**config.mk**
```make
export PLATFORM = sky130hd
export DESIGN_NAME = pwr_gate_seq
export DESIGN_NICKNAME = d
export VERILOG_FILES = /design/src/rtl/pwr_gate_pkg.sv /design/src/rtl/pwr_gate_timer.sv /design/src/rtl/pwr_gate_seq.sv
export SDC_FILE = /design/constraint.sdc
export NUM_CORES = 1
export LEC_CHECK = 0
export BUFFER_PORTS_ARGS = -buffer_cell sky130_fd_sc_hd__buf_2
export CAP_MARGIN = 20
export CORE_UTILIZATION = 53
export DETAILED_ROUTE_END_ITERATION = 8
export PLACE_DENSITY_LB_ADDON = 0.1
export SLEW_MARGIN = 30
export SYNTH_ARGS = -nofsm -noshare
export SYNTH_HDL_FRONTEND = slang
export SYNTH_SLANG_ARGS = --single-unit
```
**constraint.sdc**
```tcl
create_clock -name clk -period 1.7 [get_ports clk]
set_input_delay 0.425 -clock clk [delete_from_list [all_inputs] [get_ports clk]]
set_output_delay 0.425 -clock clk [all_outputs]
set_load 0.02 [all_outputs]
```
**src/rtl/pwr_gate_pkg.sv**
```systemverilog
// -----------------------------------------------------------------------------
// pwr_gate_pkg
// Shared definitions for the power-gating sequencer: FSM state encoding,
// default sizing constants and the width of the shared phase timer.
// No ports (package).
// -----------------------------------------------------------------------------
package pwr_gate_pkg;

    // Width of the loadable phase timer; STEP_CYC and ISO_CYC must fit in it.
    localparam int TMR_W        = 8;

    localparam int DEF_N_SW     = 4;
    localparam int DEF_STEP_CYC = 8;
    localparam int DEF_ISO_CYC  = 4;

    typedef enum logic [2:0] {
        ST_OFF     = 3'd0,
        ST_RAMP_UP = 3'd1,
        ST_ISO_REL = 3'd2,
        ST_ON      = 3'd3,
        ST_ISO_SET = 3'd4,
        ST_RAMP_DN = 3'd5
    } pwr_state_e;

endpackage

```
**src/rtl/pwr_gate_timer.sv**
```systemverilog
// -----------------------------------------------------------------------------
// pwr_gate_timer
// 8-bit loadable down-counter. After a load of value L, o_done is high during
// the L-th cycle following the load edge, so a consumer acting on o_done makes
// its change exactly L edges after the load. The count parks at zero.
// Ports:
//   clk, rst_n   clock and asynchronous active-low reset
//   i_load       load i_load_val on the next edge (overrides counting)
//   i_load_val   reload value
//   o_done       high in the cycle whose closing edge ends the interval
// -----------------------------------------------------------------------------
module pwr_gate_timer
    import pwr_gate_pkg::*;
(
    input  logic             clk,
    input  logic             rst_n,
    input  logic             i_load,
    input  logic [TMR_W-1:0] i_load_val,
    output logic             o_done
);

    logic [TMR_W-1:0] r_count;

    always_ff @(posedge clk or negedge rst_n) begin
        if (!rst_n) begin
            r_count <= '0;
        end else if (i_load) begin
            r_count <= i_load_val;
        end else if (r_count != '0) begin
            r_count <= r_count - TMR_W'(1);
        end
    end

    assign o_done = (r_count == TMR_W'(1));

endmodule

```
**src/rtl/pwr_gate_seq.sv**
```systemverilog
// -----------------------------------------------------------------------------
// pwr_gate_seq
// Power-gating sequencer for a switched domain. Closes the PMOS header
// segments one at a time (LSB first) on power-up, releases the domain reset,
// then drops isolation; power-down runs the reverse order. A single shared
// timer paces both the segment steps and the isolation settle phases.
// Parameters: N_SW (1..16), STEP_CYC (1..255), ISO_CYC (1..255).
// Ports:
//   clk, rst_n    clock and asynchronous active-low reset
//   pwr_req       level request, 1 = domain on
//   pwr_ack       1 only while the domain is fully on and released
//   sw_en_n       header gate drives, 0 = segment conducting
//   iso_en        1 = domain outputs clamped
//   rst_dom_n     active-low reset to the gated domain
//   busy          1 while sequencing (any state other than OFF and ON)
// Optional build macro PWR_GATE_RETENTION_EN adds:
//   ret_save      one-cycle pulse on the second cycle of ISO_SET
//   ret_restore   one-cycle pulse on the second cycle of ISO_REL
// All outputs are registered.
// -----------------------------------------------------------------------------
module pwr_gate_seq
    import pwr_gate_pkg::*;
#(
    parameter int N_SW     = DEF_N_SW,
    parameter int STEP_CYC = DEF_STEP_CYC,
    parameter int ISO_CYC  = DEF_ISO_CYC
) (
    input  logic            clk,
    input  logic            rst_n,
    input  logic            pwr_req,
    output logic            pwr_ack,
    output logic [N_SW-1:0] sw_en_n,
    output logic            iso_en,
    output logic            rst_dom_n,
    output logic            busy
`ifdef PWR_GATE_RETENTION_EN
    ,
    output logic            ret_save,
    output logic            ret_restore
`endif
);

    localparam int               CNT_W    = $clog2(N_SW + 1);
    localparam logic [CNT_W-1:0] CNT_MAX  = CNT_W'(N_SW);
    localparam logic [TMR_W-1:0] STEP_VAL = TMR_W'(STEP_CYC);
    localparam logic [TMR_W-1:0] ISO_VAL  = TMR_W'(ISO_CYC);

    pwr_state_e       r_state, w_state_next;
    logic [CNT_W-1:0] r_cnt, w_cnt_next;
    logic             r_armed;
    logic             w_req;
    logic             w_load;
    logic [TMR_W-1:0] w_load_val;
    logic             w_done;

    logic [N_SW-1:0]  r_sw_en_n, w_sw_en_n_next;
    logic             r_iso_en, w_iso_en_next;
    logic             r_rst_dom_n, w_rst_dom_n_next;
    logic             r_pwr_ack, w_pwr_ack_next;
    logic             r_busy, w_busy_next;

    // The first edge after reset release only arms the block, so the request
    // is first acted on at the second edge.
    assign w_req = pwr_req & r_armed;

    pwr_gate_timer u_timer (
        .clk        (clk),
        .rst_n      (rst_n),
        .i_load     (w_load),
        .i_load_val (w_load_val),
        .o_done     (w_done)
    );

    // State register (state, segment count and all registered outputs)
    always_ff @(posedge clk or negedge rst_n) begin
        if (!rst_n) begin
            r_state     <= ST_OFF;
            r_cnt       <= '0;
            r_armed     <= 1'b0;
            r_sw_en_n   <= '1;
            r_iso_en    <= 1'b1;
            r_rst_dom_n <= 1'b0;
            r_pwr_ack   <= 1'b0;
            r_busy      <= 1'b0;
        end else begin
            r_state     <= w_state_next;
            r_cnt       <= w_cnt_next;
            r_armed     <= 1'b1;
            r_sw_en_n   <= w_sw_en_n_next;
            r_iso_en    <= w_iso_en_next;
            r_rst_dom_n <= w_rst_dom_n_next;
            r_pwr_ack   <= w_pwr_ack_next;
            r_busy      <= w_busy_next;
        end
    end

    // Next-state logic. A request change always wins over a timer expiry in
    // the same cycle, and every direction change restarts the step window, so
    // the segment count never moves twice within one STEP_CYC window.
    always_comb begin
        w_state_next = r_state;
        w_cnt_next   = r_cnt;
        w_load       = 1'b0;
        w_load_val   = STEP_VAL;
        unique case (r_state)
            ST_OFF: begin
                if (w_req) begin
                    w_state_next = ST_RAMP_UP;
                    w_cnt_next   = CNT_W'(1);
                    w_load       = 1'b1;
                end
            end
            ST_RAMP_UP: begin
                if (!w_req) begin
                    w_state_next = ST_RAMP_DN;
                    w_load       = 1'b1;
                end else if (w_done) begin
                    w_load = 1'b1;
                    if (r_cnt == CNT_MAX) begin
                        // all segments closed and settled for one step
                        w_state_next = ST_ISO_REL;
                        w_load_val   = ISO_VAL;
                    end else begin
                        w_cnt_next = r_cnt + CNT_W'(1);
                    end
                end
            end
            ST_ISO_REL: begin
                if (!w_req) begin
                    w_state_next = ST_ISO_SET;
                    w_load       = 1'b1;
                    w_load_val   = ISO_VAL;
                end else if (w_done) begin
                    w_state_next = ST_ON;
                end
            end
            ST_ON: begin
                if (!w_req) begin
                    w_state_next = ST_ISO_SET;
                    w_load       = 1'b1;
                    w_load_val   = ISO_VAL;
                end
            end
            ST_ISO_SET: begin
                // a new request is deliberately ignored here: the domain must
                // be fully ramped down before it can come back up
                if (w_done) begin
                    w_state_next = ST_RAMP_DN;
                    w_load       = 1'b1;
                end
            end
            ST_RAMP_DN: begin
                if (w_req) begin
                    w_state_next = ST_RAMP_UP;
                    w_load       = 1'b1;
                end else if (w_done) begin
                    w_cnt_next = r_cnt - CNT_W'(1);
                    if (r_cnt == CNT_W'(1)) begin
                        w_state_next = ST_OFF;
                    end else begin
                        w_load = 1'b1;
                    end
                end
            end
            default: begin
                w_state_next = ST_OFF;
                w_cnt_next   = '0;
            end
        endcase
    end

    // Output logic: outputs follow the next state so they change on the same
    // edge as the state they describe.
    always_comb begin
        w_iso_en_next    = (w_state_next != ST_ON);
        w_pwr_ack_next   = (w_state_next == ST_ON);
        w_busy_next      = (w_state_next != ST_OFF) && (w_state_next != ST_ON);
        w_rst_dom_n_next = (w_state_next == ST_ISO_REL) ||
                           (w_state_next == ST_ON)      ||
                           (w_state_next == ST_ISO_SET);
    end

    // Segment k conducts exactly when k < cnt.
    for (genvar gi = 0; gi < N_SW; gi++) begin : g_sw
        assign w_sw_en_n_next[gi] = ~(w_cnt_next > CNT_W'(gi));
    end

    assign sw_en_n   = r_sw_en_n;
    assign iso_en    = r_iso_en;
    assign rst_dom_n = r_rst_dom_n;
    assign pwr_ack   = r_pwr_ack;
    assign busy      = r_busy;

`ifdef PWR_GATE_RETENTION_EN
    logic r_first;
    logic r_ret_save;
    logic r_ret_restore;

    // r_first marks the first cycle spent in a state, so the pulse lands on
    // the second cycle of the isolation phase, while clamps are already on.
    always_ff @(posedge clk or negedge rst_n) begin
        if (!rst_n) begin
            r_first       <= 1'b0;
            r_ret_save    <= 1'b0;
            r_ret_restore <= 1'b0;
        end else begin
            r_first       <= (w_state_next != r_state);
            r_ret_save    <= (r_state == ST_ISO_SET) && r_first;
            r_ret_restore <= (r_state == ST_ISO_REL) && r_first;
        end
    end

    assign ret_save    = r_ret_save;
    assign ret_restore = r_ret_restore;
`endif

endmodule

```
==> impl_results.md <==
- Synth Flop Type: dfrtp_1
- Worst path buffer plus inverter count: 1
- Chip Height: 53.2 um
- Post-Syn Area: 0.00139 mm2
- I/O Pins: 11
- Max-slew headroom: 65.8%
- Startpoint Class: flip-flop
- N_diodes: 0
- Area share of the largest cell type after synthesis: 32.5%
- Core area: 0.00248 mm2
- Global-route wire length before repair: 5190 um
- Final setup violating endpoints: 12
- TNS Setup: -0.851 ns
- Top cells by count, synth: 18 x dfrtp_1, 17 x nor2_1, 14 x inv_1
- Hold Path Class: in -> async
- IO buf count: 10
- Vias in the first global route: 1,220
- Total gr overflow: 0
- Clk_lat worst skew: 0.31 ns
- Power Dens Cells: 1770 mW/mm2
- Critical path fanouts, max: 4
- Slowest cell delay on critical path: 0.47 ns
- Met1 Usage GRT: 30.5%
- TritonCTS Buffers: 3
- Crit path arrival time: 2.11 ns
- Unrepaired setup endpoints after global routing: true
- CP required: 1.95 ns
- CP Cell Sequence: ha_1, nor3b_4, buf_4, a2111oi_1, a21oi_1, nand4_1, a21oi_1
- CTS tree: yes
- Met2 usage: 45.4%
- Kind of critical path: reg -> reg
- GR Util met3: 4.31%
- YS warnings: 0
- Total GRT Usage: 26.1%
- Post-synthesis sequential area ratio: 41.9%
- Status: complete, but fails checks
- DPL Wire Length: 2320 um
- Syn Area/Cell: 9.25 um2
- CTS root buf: clkbuf_4
- Vias per inst: 5.88
- Slowest CP cell: a2111oi_1
- CP endpoint kind: flip-flop
- Post-synth EDFFs: 0
- Cell count after synthesis: 150
- Post-synth top area cell: dfrtp_1
- Least-Margin Pin Slew: 0.513 ns
- DRT iter0 DRCs: 45
- Clock Skew: 0.00305 ns
- Max cap viols: 0
- Routed Antenna Nets: 0
- Worst-path clk slew: 0.13 ns
- Routed len/inst: 15.3 um
- Drt first pass iters: 4
- Unique masters post-synth: 47
- Final Max Slew Viols: 0
- Cell family with most CP delay: compound AO/OA/AOI/OAI gates
- Largest cells by area after synthesis: dfrtp_1 32%, dfstp_2 9.5%, ha_1 6.3%
- Leakage: 0.000816 uW
- Clock Tree Buf Depth: 2
- Die X: 53.2 um
- DRT Wirelength: 3350 um
- Most common cell in the synthesized netlist: dfrtp_1
- Die area: 0.00283 mm2
- Synth-to-Final Area Change: 31.2%
- Nets: 200
- Initial Utilization: 56.0%
- Post-synth ARST share: 100%
- H-tree Lvls: 1
- Placer's final routability congestion estimate: 1.02
- Share of cells above drive strength 1: 38.6%
- Max VDD drop: 0.00125 V
- Via count: 1,287
- Antenna violations before repair: 0
- FP Rows: 18
- Setup ws final: -0.156 ns
- Total Power: 3230 uW
- Syn_nets: 160
- Fin util: 73.5%
- Clock Sinks: 23
- Final min period: 1.86 ns
- Part of the cycle the worst path needs: 109%
- Largest net degree at the start of global routing: 24
- Drt drc: 0
- Final hold vios: 0
- Busiest grt layer: met2
- Crit path top cell by count: a21oi_1
- Yosys reg bits: 23
- Failing checks: negative setup slack
- Max Clk Rate: 539 MHz
==> cell usage in the layout, fill, tap and decap left out, types with 2 or more instances in the layout <==
master     instances
a2111oi_2          2
a211oi_1           2
a21oi_1            9
a21oi_2            2
a31oi_1            3
buf_2             10
buf_4             29
buf_6              3
clkbuf_4           3
dfrtp_1           18
dfstp_2            5
ha_1               7
inv_1             11
inv_2              3
mux2i_1            2
nand2_1            5
nand3_1            3
nand4_1            4
nor2_1            17
nor3_1             4
nor3_2             2
o21ai_0            2
o21ai_1            3
xnor2_1            5
==> flip-flops by register name, indices dropped and copies added, names as in the netlist <==
signal,count
pwr_ack,1
sw_en_n,4
r_state,3
rst_dom_n,1
r_armed,1
r_cnt,3
iso_en,1
u_timer.r_count,8
busy,1
==> power by group <==
part	internal (uW)	leakage, uW	total [uW]	switching, uW
sequential	742	0.000280	852	109
clock	91.7	0.0000150	258	166
combinational	977	0.000521	2120	1140
total	1810	0.000816	3230	1410
==> logic make-up (layout without fill, tap and decap cells) <==
group	count (synthesis)	after routing	synth area share, %
fa+ha+maj	7	7	6.31
compound gates	38	38	18.7
xor+xnor	6	6	3.79
flops	23	23	41.9
simple gates	51	51	20.4
buf+inv	22	61	7.21
other cells	1	1	0.270
mux	2	2	1.44
==> stage by stage <==
step | setup WS (ns) | instance area [um2] | instances | hold WS (ns)
final | -0.156 | 1820 | 219 | 0.0610
after global routing | -0.203 | 1820 | 219 | 0.0819
after CTS | -0.137 | 1770 | 218 | 0.0698
after detailed placement | -0.178 | 1680 | 212 | 0.426
after global placement | -0.0835 | 1680 | 212 | 0.414
after floorplan | -0.0394 | 1410 | 150 | 0.129
==> per-layer routing <==
| metal | wire length [um] | part of all wire (%) | up-vias |
|---|---|---|---|
| met2 | 1700 | 51 | 47 |
| li1 | - | - | 612 |
| met1 | 1410 | 42 | 615 |
| met4 | 95 | 2.8 | 0 |
| met3 | 144 | 4.3 | 13 |
| met5 | 0 | 0 | - |
==> worst register-to-register path, stage by stage (launching register included) <==
cell and delay (ns):
dfrtp_1 0.41, ha_1 0.20, nor3b_4 0.16, buf_4 0.15, a2111oi_1 0.47, a21oi_1 0.12, nand4_1 0.20, a21oi_1 0.09
==> worst paths after layout <==
check	from	endpoint	slack, ns	cells past startpoint
worst max-delay path	u_timer.r_count[0]$_DFFE_PN0P_	sw_en_n[2]$_DFF_PN1_	-0.16	7
worst min-delay path	rst_n	r_state[1]$_DFF_PN0_	0.06	1
worst max register to register	u_timer.r_count[0]$_DFFE_PN0P_	sw_en_n[2]$_DFF_PN1_	-0.16	7
worst min register to register	u_timer.r_count[0]$_DFFE_PN0P_	u_timer.r_count[0]$_DFFE_PN0P_	0.69	3
max in group asynchronous	rst_n	sw_en_n[0]$_DFF_PN1_	1.27	1
min in group clk	u_timer.r_count[0]$_DFFE_PN0P_	u_timer.r_count[0]$_DFFE_PN0P_	0.69	3
==> repair_timing <==
action                     CTS  global route
hold buffers                 0             0
buffers inserted             2             1
resized for setup           13             9
setup endpoints to repair   19            19
pin swaps                   10             2
cloned                       0             0
==> cell type report <==
class / count / area [um2]
clock buffers: 4 / 26.3
fillers: 192 / 657
inverters: 14 / 52.6
multi-input cells: 105 / 801
flip-flops and latches: 23 / 582
well taps: 30 / 37.5
repair buffers: 43 / 322
No activity file was read; power rests on OpenSTA's default activity.
